==> src/rtl/mem_arbiter_pkg.sv <==
// Shared definitions for the unified-memory arbiter: mode encoding and the
// byte-to-word address helper used on the MEM side.
package mem_arbiter_pkg;

    typedef enum logic {
        ST_BOOT = 1'b0,
        ST_RUN  = 1'b1
    } arb_state_e;

    function automatic logic [31:0] mem_word_addr(input logic [31:0] byte_addr);
        return {2'b00, byte_addr[31:2]};
    endfunction

endpackage

==> src/rtl/mem_arbiter.sv <==
// Single-port word-memory arbiter: loader owns MEM in BOOT, fetch/data share it
// in RUN with data priority and a fetch anti-starvation override.
module mem_arbiter
    import mem_arbiter_pkg::*;
#(
    parameter int unsigned STARVE_MAX = 4,
    parameter int unsigned CNT_W      = 3
) (
    input  logic        clk,
    input  logic        rst,
    input  logic        boot,

    input  logic        i_req,
    input  logic [31:0] i_addr,
    output logic        i_gnt,
    output logic        i_rvalid,
    output logic [31:0] i_rdata,

    input  logic        d_req,
    input  logic        d_we,
    input  logic [31:0] d_addr,
    input  logic [31:0] d_wdata,
    output logic        d_gnt,
    output logic        d_rvalid,
    output logic [31:0] d_rdata,

    input  logic        l_req,
    input  logic [31:0] l_addr,
    input  logic [31:0] l_wdata,
    output logic        l_gnt,

    output logic [31:0] m_addr,
    output logic [31:0] m_in,
    output logic        m_we,
    input  logic [31:0] m_out
);

    arb_state_e       r_state;
    logic [CNT_W-1:0] r_cnt;
    logic             r_i_rvalid;
    logic             r_d_rvalid;

    arb_state_e       w_state_next;
    logic [CNT_W-1:0] w_cnt_next;
    logic             w_fetch_first;
    logic             w_i_gnt;
    logic             w_d_gnt;
    logic             w_l_gnt;
    logic [31:0]      w_m_addr;
    logic [31:0]      w_m_in;
    logic             w_m_we;

    assign w_fetch_first = (r_cnt >= CNT_W'(STARVE_MAX));

    always_comb begin
        w_i_gnt = 1'b0;
        w_d_gnt = 1'b0;
        w_l_gnt = 1'b0;
        if (!rst) begin
            if (r_state == ST_BOOT) begin
                w_l_gnt = l_req;
            end else if (i_req && (w_fetch_first || !d_req)) begin
                w_i_gnt = 1'b1;
            end else if (d_req) begin
                w_d_gnt = 1'b1;
            end
        end
    end

    // Idle cycles present the fetch address as a harmless read.
    always_comb begin
        w_m_addr = mem_word_addr(i_addr);
        w_m_in   = d_wdata;
        w_m_we   = 1'b0;
        if (w_l_gnt) begin
            w_m_addr = mem_word_addr(l_addr);
            w_m_in   = l_wdata;
            w_m_we   = 1'b1;
        end else if (w_d_gnt) begin
            w_m_addr = mem_word_addr(d_addr);
            w_m_we   = d_we;
        end
    end

    always_comb begin
        w_state_next = boot ? ST_BOOT : ST_RUN;
        w_cnt_next   = '0;
        if (r_state == ST_RUN && i_req && !w_i_gnt) begin
            w_cnt_next = w_fetch_first ? r_cnt : r_cnt + CNT_W'(1);
        end
    end

    always_ff @(posedge clk) begin
        if (rst) begin
            r_state    <= ST_BOOT;
            r_cnt      <= '0;
            r_i_rvalid <= 1'b0;
            r_d_rvalid <= 1'b0;
        end else begin
            r_state    <= w_state_next;
            r_cnt      <= w_cnt_next;
            r_i_rvalid <= w_i_gnt;
            r_d_rvalid <= w_d_gnt & ~d_we;
        end
    end

    assign i_gnt    = w_i_gnt;
    assign d_gnt    = w_d_gnt;
    assign l_gnt    = w_l_gnt;
    assign i_rvalid = r_i_rvalid;
    assign d_rvalid = r_d_rvalid;
    assign i_rdata  = m_out;
    assign d_rdata  = m_out;
    assign m_addr   = w_m_addr;
    assign m_in     = w_m_in;
    assign m_we     = w_m_we;

endmodule

==> config.mk <==
export PLATFORM = sky130hd
export DESIGN_NAME = mem_arbiter
export DESIGN_NICKNAME = d
export VERILOG_FILES = /design/src/rtl/mem_arbiter_pkg.sv /design/src/rtl/mem_arbiter.sv
export SDC_FILE = /design/constraint.sdc
export NUM_CORES = 1
export LEC_CHECK = 0
export ABC_AREA = 1
export BUFFER_PORTS_ARGS = -buffer_cell sky130_fd_sc_hd__buf_2
export CAP_MARGIN = 20
export CORE_AREA = 2 2 128 130
export CTS_CLUSTER_DIAMETER = 80
export CTS_CLUSTER_SIZE = 25
export DETAILED_ROUTE_END_ITERATION = 10
export DIE_AREA = 0 0 130 132
export GPL_ROUTABILITY_DRIVEN = 0
export SLEW_MARGIN = 20
export SYNTH_ARGS = -nofsm -noshare
export SYNTH_HDL_FRONTEND = slang
export SYNTH_SLANG_ARGS = --single-unit
==> constraint.sdc <==
create_clock -name clk -period 1.5 [get_ports clk]
set_input_delay 0.225 -clock clk [delete_from_list [all_inputs] [get_ports clk]]
set_output_delay 0.225 -clock clk [all_outputs]
set_load 0.005 [all_outputs]
; ---- After elaboration in Yosys (flattened, before gate mapping)
; Index checks and enable logic that the tools add are counted.
[totals]
output_inout_bits = 134
ff_bits = 6
in_bits = 199
[classes]
reduce_logical = 7
bitwise = 3
n_mux = 15
addsub = 1
n_lt_le_gt_ge = 1
[ops]
columns = cell, count
row1 = 2-to-1 mux 30 bit, 2
row2 = 2-to-1 mux 32 bit, 1
row3 = 2-to-1 mux 1 bit, 12
row4 = adder 3 x 1 -> 3 bit (second input constant), 1
row5 = greater-or-equal comparator 3 bit (second input constant), 1
row6 = logical AND 1 bit, 3
row7 = zero test 1 bit, 2
row8 = NOT 1 bit, 2
row9 = OR reduction 2 bit, 1
row10 = AND 1 bit, 1
row11 = logical OR 1 bit, 1

; ---- Longest topological paths before layout
; Gate-level depths: netlist of run 1.
[logic_depth]
ltp_word = 10
depth_mapped = 7
depth_no_buf = 6

; ---- Worst setup path after synthesis of run 1
; Ideal clock, no wire load.
[synth_path]
path_type = register -> output
startpoint = register r_state
endpoint = output port m_addr[0]
t_arrival_ns = 0.929
path_slack_ns = 0.346
required_ns = 1.275
path_buffers = 1
stages_incl_launch_ff = 8
path_cell_list = dfxtp_1 -> inv_2 -> nor2_4 -> nand3_2 -> buf_2 -> nand2_1 -> nand3_1 -> nand2_1
[synth_via]
elab_chain_len = 4
word_cells_on_any_way = 6
[synth_lines]
columns = item, line
row1 = from (decl), mem_arbiter.sv:38  ; arb_state_e r_state;
row2 = from (signal assigned), mem_arbiter.sv:100  ; r_state <= w_state_next;
row3 = 2-to-1 mux 1 bit, mem_arbiter.sv:60  ; if (r_state == ST_BOOT) begin
row4 = 2-to-1 mux 1 bit, mem_arbiter.sv:59  ; if (!rst) begin
row5 = 2-to-1 mux 30 bit, mem_arbiter.sv:79  ; end else if (w_d_gnt) begin
row6 = 2-to-1 mux 30 bit *, mem_arbiter.sv:75  ; if (w_l_gnt) begin
row7 = to (decl), mem_arbiter.sv:32  ; output logic [31:0] m_addr,
; Mark *: on every way between the ends. The rest lies on a longest branch, timed or not.

; ---- Worst setup path after layout of run 1
[layout_path]
startpoint = register r_state
endpoint = output port m_addr[10]
; Same word-level chain as after synthesis.

==> run metrics, run 1 <==
worst vdd ir 266 uV; final-report hold violation count 0; GRT Util Overall 0.106; ANT nets after route 0; Setup CP Type reg -> out; Skew-Pair Late Insertion Delay 0.23 ns; Layout area overhead 61.5%; final std cells w/o fill 819; Yosys warnings 0; Bufs on Longest Clock Path 2; dpl cell area 0.00308 mm^2; die height 132 um; vias in the first global route 2786; total CTS buffers 3; Final Slew Violations 0; LEAKAGE 2.28 nW; largest net degree at the start of global routing 29; Setup crit start kind flip-flop; num ports 333; Max Freq 0.606 GHz; post-synthesis sequential area ratio 0.0554; WP data arrival 1.42 ns; 1st-iter DRT viols 72; FP Rows 46; Area contributors post-synth nand2_1 (33%), buf_4 (25%), inv_1 (11%); fraction of layout cells with a size suffix above 1 0.467; final worst-path cycle share 1.10; cell area after layout 0.00350 mm^2; die area 0.0172 mm^2; run status finished, violations left; TritonCTS clock tree yes; die span in x 130 um; Sink Count 6; final core occ 0.223; htree depth 1; CTS clk-pin slew, worst paths 0.04 ns; Required @ worst endpoint 1.27 ns; TNS Setup -6.13 ns; Post-Syn Area 0.00217 mm^2; core area 0.0157 mm^2; power per cell area 413 mW/mm^2; post-synthesis cell type count 16; IO Port Bufs 228; worst min-delay path class in -> reg; DR DRC count 0; HPWL after DPL 7310 um; Seq cells post-synth 6; final setup violation count 63; Congestion Overflow GR 0; via count 3034; Crit Path Max Fanout 18; max-cap violations 0; first-pass GRT wire length 14100 um; WL/cell 12.2 um; routed vias/inst 3.70; RSZ-0062 raised after global routing yes; PnR worst setup slack -0.149 ns; Nets 805; initial antenna violation count 1; placed cell count 799; Yosys top cell by area nand2_1; Syn Area/Cell 5.03 um^2; failing checks setup timing; Initial Util 0.138; Synth top area share 0.332; minimum clock period 1.65 ns; Clock Skew 0.00824 ns; Root Buffer clkbuf_16; Syn Inst Count 431; critical path endpoint category output pin; final WL 9980 um; 1st-pass router iterations 4
layout by cell type, fill, tap and decap left out, drive strengths merged:
cell type and n:
nand2 193, nand4 31, dfxtp 6, buf 257, conb 2, inv 67
diode 1, nand3 31, nor2 6, a21oi 3, clkbuf 4, ha 2
area by class of cell:
cell class	count	area (um^2)
Sequential cell	6	121
Antenna cell	1	2.50
Clock buffer	3	75.1
Fill cell	1814	12200
Inverter	67	262
Tap cell	216	270
Timing Repair Buffer	258	1550
Multi-Input combinational cell	268	1220
routing by layer:
layer  vias to the layer above  routed length (um)  global-route usage
li1                       1579                   -                   -
met3                        24                 926              0.0272
met2                       181                4900               0.199
met4                         0                 243              0.0269
met5                         -                   0                   0
met1                      1250                3910               0.115
cells in the mapped netlist:
cell type,number
nand2_1,192
buf_2,18
inv_2,2
nand4_1,31
nor2_4,1
a21oi_1,3
buf_6,1
nand2_2,1
nand3_2,1
nor2_1,5
dfxtp_1,6
buf_4,72
inv_1,65
conb_1,1
ha_1,2
nand3_1,30
critical path, cell delays in order (launching register included):
cell     delay [ns]
dfxtp_2        0.32
inv_2          0.04
nor2_4         0.11
buf_12         0.12
nand3_4        0.08
buf_12         0.17
nand2_1        0.06
nand3_1        0.06
nand2_1        0.09
buf_2          0.12
repair_timing:
item	in CTS	in global routing
setup endpoints to repair	63	65
hold buffers	0	0
resized for setup	26	13
setup buffers	8	4
pin swaps	2	3
cloned	5	1
worst paths after layout:
check,slack (ns),startpoint,depth (start not counted),to
max,-0.15,r_state$_SDFF_PP0_,9,m_addr[10]
min,0.13,boot,2,r_state$_SDFF_PP0_
max reg2reg,0.37,r_state$_SDFF_PP0_,6,r_cnt[1]$_SDFFE_PP0N_
min reg2reg,0.44,r_cnt[0]$_SDFFE_PP0N_,1,r_cnt[0]$_SDFFE_PP0N_
power by group:
part / internal, W / switching [W]
Combinational: 0.000437 / 0.000390
Sequential: 0.000163 / 0.00000131
Clock: 0.000345 / 0.000111
Total: 0.000945 / 0.000502
through the flow:
stage / worst slack (ns) / power (W) / hold slack, ns
final: -0.149 / 0.00145 / 0.130
after detailed placement: 0.0393 / 0.000889 / 0.385
after global routing: -0.229 / 0.00158 / 0.139
after CTS: -0.176 / 0.00146 / 0.127
after floorplan: 0.346 / 0.000618 / 0.292
after global placement: 0.0366 / 0.000884 / 0.382
cell families (layout without fill, tap and decap cells):
family	Yosys count	count (layout)	synth area share
fa+ha+maj	2	2	0.0115
simple gates	261	261	0.512
buf+inv	158	328	0.412
compound gates	3	3	0.00692
flops	6	6	0.0554
other cells	1	3	0.00173
state kept, by name, indices dropped and copies added (netlist names):
register and cells:
r_cnt 3, i_rvalid 1, r_state 1, d_rvalid 1
Power figures use the tool's default switching activity.
==> run 2, diff against run 1 <==
--- a/config.mk
+++ b/config.mk
@@ -5,15 +5,14 @@
 export SDC_FILE = /design/constraint.sdc
 export NUM_CORES = 1
 export LEC_CHECK = 0
-export ABC_AREA = 1
 export BUFFER_PORTS_ARGS = -buffer_cell sky130_fd_sc_hd__buf_2
-export CAP_MARGIN = 20
-export CORE_AREA = 2 2 128 130
+export CORE_AREA = 2 2 130 132
 export CTS_CLUSTER_DIAMETER = 80
 export CTS_CLUSTER_SIZE = 25
 export DETAILED_ROUTE_END_ITERATION = 10
-export DIE_AREA = 0 0 130 132
+export DIE_AREA = 0 0 132 134
 export GPL_ROUTABILITY_DRIVEN = 0
+export HOLD_SLACK_MARGIN = 0.06
 export SLEW_MARGIN = 20
 export SYNTH_ARGS = -nofsm -noshare
 export SYNTH_HDL_FRONTEND = slang
==> run metrics, run 2 <==
run status finished, violations left; failing checks setup timing; total CTS buffers 3; r2r setup slk 0.44 ns; Syn Area/Cell 8.28 um^2; Sink Count 6; CP delay by family, top buffers and inverters; Initial Util 0.121; Max Freq 0.537 GHz; P_sw 0.000409 W; post-synthesis compound-gate area fraction 0.157; crit path cell chain nor3b_4, buf_6, buf_12, nor2b_1, a221o_1, buf_2; Layout area overhead 76.9%; Worst path slowest cell a221o_1; TritonCTS clock tree yes; die area 0.0177 mm^2; Area contributors post-synth buf_4 (27%), mux2_1 (18%), a221o_1 (15%); post-synthesis sequential area ratio 0.0612; antenna cell count 0; 1st-pass router iterations 4; 1st-iter DRT viols 42; Clock Skew 0.00102 ns; cell depth of the worst hold path 2; switch share 0.284; final worst-path cycle share 1.24; Comb pwr share 0.581; HPWL after DPL 7040 um; worst min-delay path class in -> reg; number of flip-flops in the largest register 3; main combinational cell family by area after synthesis buffers and inverters; max-cap violations 0; GRT Util Overall 0.0944; Yosys top cell by area buf_4; FP Rows 47; final std cells w/o fill 635; fillers 1849; Flop pwr share 0.115; Post-synth EDFFs 0; Setup crit start kind flip-flop; most common cell in the netlist buf_4; RSZ-0062 raised after global routing yes; most common cell after layout, fill and taps aside buf_2; worst r2r src r_state$_SDFF_PP0_; Setup CP Type reg -> out; power per cell area 414 mW/mm^2; final setup violation count 64; die span in x 132 um; most common library cells after synthesis buf_4 (70), mux2_1 (32), nor2b_1 (31), a221o_1 (30), and4_1 (30); Setup WS pre-CTS -0.237 ns; Crit Path Max Fanout 10; Yosys warnings 0; Int Power 0.00103 W; Seq cells post-synth 6; final core occ 0.213; IO Port Bufs 228; htree depth 1; ANT nets after route 0; Required @ worst endpoint 1.27 ns; Post-Syn Area 0.00196 mm^2; Root Buffer clkbuf_16; final-report hold violation count 0; Buf/Inv on CP 3; fraction of synthesized area in multiplexers 0.184; routed vias/inst 3.78; num ports 333; Clk pwr share 0.303; WP data arrival 1.64 ns; largest net degree at the start of global routing 20; max incr delay on CP 0.35 ns; Congestion Overflow GR 0; Largest Register r_cnt; Hold EP r_state$_SDFF_PP0_; Worst Reg-to-Reg Cells 4; Final Slew Violations 0; core area 0.0163 mm^2; fraction of layout cells with a size suffix above 1 0.684; worst vdd ir 570 uV; minimum clock period 1.86 ns; first-pass GRT wire length 13300 um; min-delay src boot; post-synthesis cell type count 20; CTS clk-pin slew, worst paths 0.03 ns; RR Endpoint r_cnt[2]$_SDFFE_PP0N_; xor-xnor portion of the synthesized cell area 0; WL/cell 14.2 um; placed cell count 620; vias in the first global route 2397; Synth async-reset ratio 0; DR DRC count 0; Synth top area share 0.268; dominant synthesized flop cell dfxtp_1; initial antenna violation count 0; Final Power 0.00144 W; post-synthesis adder-cell area fraction 0.0127; Nets 618; CTS Hold Bufs 0; Syn Inst Count 237; most frequent cells in the layout buf_2 (222), and4_1 (30), a221o_1 (30); Bufs on Longest Clock Path 2; final WL 9010 um; PnR worst setup slack -0.361 ns; die height 134 um; Skew-Pair Late Insertion Delay 0.23 ns; critical path endpoint category output pin; Simple-Gate Fraction of Synth Area 0.270; via count 2403; LEAKAGE 1.79 nW
-- run 2: kinds of logic (layout without fill, tap and decap cells) --
logic type | Yosys count | after routing
other | 1 | 2
DFF | 6 | 6
buffers and inverters | 91 | 268
adders and majority gates | 2 | 2
muxes | 32 | 32
AOI/OAI and AO/OA | 31 | 31
and+or+nand+nor | 74 | 74
-- run 2: how the worst max path moves through the flow --
| stage | from | to | slack [ns] | cells past startpoint |
|---|---|---|---|---|
| after CTS | r_state$_SDFF_PP0_ | m_addr[3] | -0.36 | 6 |
| after global routing | r_state$_SDFF_PP0_ | m_addr[1] | -0.43 | 6 |
| after detailed placement | rst | m_addr[16] | -0.24 | 6 |
| after floorplan | r_state$_SDFF_PP0_ | m_in[0] | 0.08 | 4 |
| after global placement | rst | m_addr[16] | -0.23 | 6 |
| final | r_state$_SDFF_PP0_ | m_addr[7] | -0.36 | 6 |
-- run 2: layout make-up --
cell class / instances / area (um^2) / share of cell area
inverters: 3 / 16.3 / 0.00468
clock buffers: 3 / 75.1 / 0.0216
multi-input cells: 141 / 1330 / 0.384
well taps: 220 / 275 / 0.0793
repair buffers: 262 / 1650 / 0.476
flip-flops and latches: 6 / 121 / 0.0350
-- run 2: power groups by stage --
stage                     clock network, W  registers [W]  logic (W)
final                             0.000436       0.000166   0.000835
after global routing              0.000449       0.000166   0.000908
after CTS                         0.000445       0.000166   0.000813
after detailed placement                 0       0.000167   0.000701
after global placement                   0       0.000167   0.000696
after floorplan                          0       0.000167   0.000421
-- run 2: timing repair --
action,in CTS,in global routing
endpoints found under the setup margin,65,65
gates cloned,5,0
gates resized for setup,29,18
pin swaps,11,12
setup buffers,5,3
-- run 2: routing by layer --
layer / up-vias / routed length [um] / GRT usage
met5: - / 0 / 0
met4: 0 / 168 / 0.0236
met3: 28 / 643 / 0.0174
met2: 122 / 4340 / 0.163
met1: 1082 / 3870 / 0.121
li1: 1171 / - / -
-- run 2: worst register-to-register path, cell delays in order (launching register included) --
cell and delay [ns]:
dfxtp_2 0.34, nor2b_4 0.21, buf_4 0.14, and3_1 0.18, and2_1 0.13
-- run 2: metrics by stage --
stage	setup TNS [ns]	cell area (um^2)	hold WS (ns)
detailed placement	-9.46	3010	0.388
global placement	-8.98	3010	0.391
floorplan	0	1970	0.292
finish	-18.74	3470	0.140
CTS	-19.33	3370	0.139
global route	-22.70	3470	0.158
==> run 3, diff against run 2 <==
--- a/config.mk
+++ b/config.mk
@@ -5,12 +5,12 @@
 export SDC_FILE = /design/constraint.sdc
 export NUM_CORES = 1
 export LEC_CHECK = 0
-export BUFFER_PORTS_ARGS = -buffer_cell sky130_fd_sc_hd__buf_2
 export CORE_AREA = 2 2 130 132
 export CTS_CLUSTER_DIAMETER = 80
 export CTS_CLUSTER_SIZE = 25
 export DETAILED_ROUTE_END_ITERATION = 10
 export DIE_AREA = 0 0 132 134
+export DONT_BUFFER_PORTS = 1
 export GPL_ROUTABILITY_DRIVEN = 0
 export HOLD_SLACK_MARGIN = 0.06
 export SLEW_MARGIN = 20
==> run metrics, run 3 (synthesized netlist as in run 2, its figures left out) <==
Largest Register r_cnt; minimum clock period 1.88 ns; Bufs on Longest Clock Path 2; fraction of layout cells with a size suffix above 1 0.376; Congestion Overflow GR 0; GRT Util Overall 0.0877; Clock Skew 0.000151 ns; r2r setup slk 0.27 ns; LEAKAGE 0.854 nW; GRT Max-Usage Layer met2; max incr delay on CP 0.36 ns; Worst Reg-to-Reg Cells 5; number of flip-flops in the largest register 3; Sink Count 6; first-pass GRT wire length 11600 um; power per cell area 501 mW/mm^2; DR DRC count 0; met1 Use GR 0.111; final worst-path cycle share 1.26; crit path cell chain buf_6, nor3b_4, buf_6, buf_12, nor2b_4, a221o_1; 1st-iter DRT viols 66; die height 134 um; final core occ 0.134; CP startpoint r_state$_SDFF_PP0_; Required @ worst endpoint 1.27 ns; max-cap violations 0; placed cell count 383; die span in x 132 um; CP delay by family, top buffers and inverters; register area 121 um^2; switch share 0.285; Max Freq 0.531 GHz; die area 0.0177 mm^2; cell depth of the worst hold path 1; routed vias/inst 4.21; run status finished, violations left; final setup violation count 65; Hold EP d_rvalid$_SDFF_PP0_; Crit Path Max Fanout 6; Int Power 0.000783 W; largest net degree at the start of global routing 33; Clk pwr share 0.398; final std cells w/o fill 393; PnR worst setup slack -0.383 ns; FP Rows 47; Root Buffer clkbuf_16; Worst path slowest cell a221o_1; Flop pwr share 0.151; final WL 8780 um; RSZ-0062 raised after global routing yes; 1st-pass router iterations 4; multi-input gate area in the final layout 0.00141 mm^2; Comb pwr share 0.451; worst min-delay path class in -> reg; Final Slew Violations 0; dpl cell area 0.00177 mm^2; total CTS buffers 3; TritonCTS clock tree yes; fillers 1845; worst vdd ir 618 uV; IO Port Bufs 0; P_sw 0.000312 W; Skew-Pair Late Insertion Delay 0.23 ns; met3 Use GR 0.0223; cell area after layout 0.00218 mm^2; antenna cell count 0; RR Endpoint d_rvalid$_SDFF_PP0_; WP data arrival 1.66 ns; Nets 376; WL/cell 22.4 um; failing checks setup timing; Initial Util 0.121; most frequent cells in the layout and4_1 (30), a221o_1 (30), mux2_4 (29); met2 Track Usage GR 0.145; Buf/Inv on CP 3; num ports 333; Setup CP Type reg -> out; initial antenna violation count 0; min-delay src d_we; core area 0.0163 mm^2; critical path endpoint category output pin; HPWL after DPL 6400 um; final-report hold violation count 0; CTS clk-pin slew, worst paths 0.03 ns; Layout area overhead 11.2%; vias in the first global route 1678; ANT nets after route 0; most frequent CP cell buf_6; htree depth 1; worst r2r src r_state$_SDFF_PP0_; via count 1655; Setup crit start kind flip-flop
-- run 3: cell count changes in the layout (fill, tap and decap cells not counted), moves of 2 or more --
cell	change
buf_16	-2
buf_6	-13
dlygate4sd3_1	+2
buf_12	-5
buf_2	-222
mux2_4	+23
buf_4	-4
mux2_1	-24
-- run 3: stage by stage --
step | hold WS (ns) | setup slack (ns) | TNS (ns) | total power [W]
after floorplan | 0.292 | 0.0834 | 0 | 0.000588
after global placement | 0.297 | -0.147 | -4.68 | 0.000518
after detailed placement | 0.294 | -0.183 | -6.31 | 0.000522
after CTS | 0.0652 | -0.374 | -19.96 | 0.00107
after global routing | 0.0654 | -0.431 | -24.18 | 0.00114
final | 0.0691 | -0.383 | -20.27 | 0.00109
-- run 3: final cells by class --
type | instances | share of cell area
sequential | 6 | 0.0556
multi-input combinational | 141 | 0.648
clock buffer | 3 | 0.0344
timing repair buffer | 20 | 0.131
tap | 220 | 0.126
inverter | 3 | 0.00516
-- run 3: how the worst max path moves through the flow --
stage | end | depth (start not counted)
2_1_floorplan | m_in[0] | 4
3_3_place_gp | m_addr[7] | 6
3_5_place_dp | m_addr[9] | 6
4_1_cts | m_addr[16] | 6
5_1_grt | m_addr[16] | 6
6_report | m_addr[7] | 6
-- run 3: timing repair --
item                                   in CTS  in global routing
resized for setup                          51                 13
cloned                                      4                  1
buffers inserted                            0                  0
setup endpoints to repair                  65                 65
endpoints found under the hold margin       1                  0
hold buffers                                2                  0
pin swaps                                   2                  3
-- run 3: power by group through the flow --
stage / Clock, W / Sequential [W] / Combinational [W]
after floorplan: 0 / 0.000167 / 0.000421
after global placement: 0 / 0.000167 / 0.000352
after detailed placement: 0 / 0.000167 / 0.000355
final: 0.000435 / 0.000166 / 0.000494
after CTS: 0.000441 / 0.000165 / 0.000468
after global routing: 0.000454 / 0.000166 / 0.000519
-- run 3: per-layer routing --
metal,vias to the layer above,share of wire
met4,0,0.028
met5,-,0
met1,810,0.41
li1,681,-
met3,32,0.082
met2,132,0.48
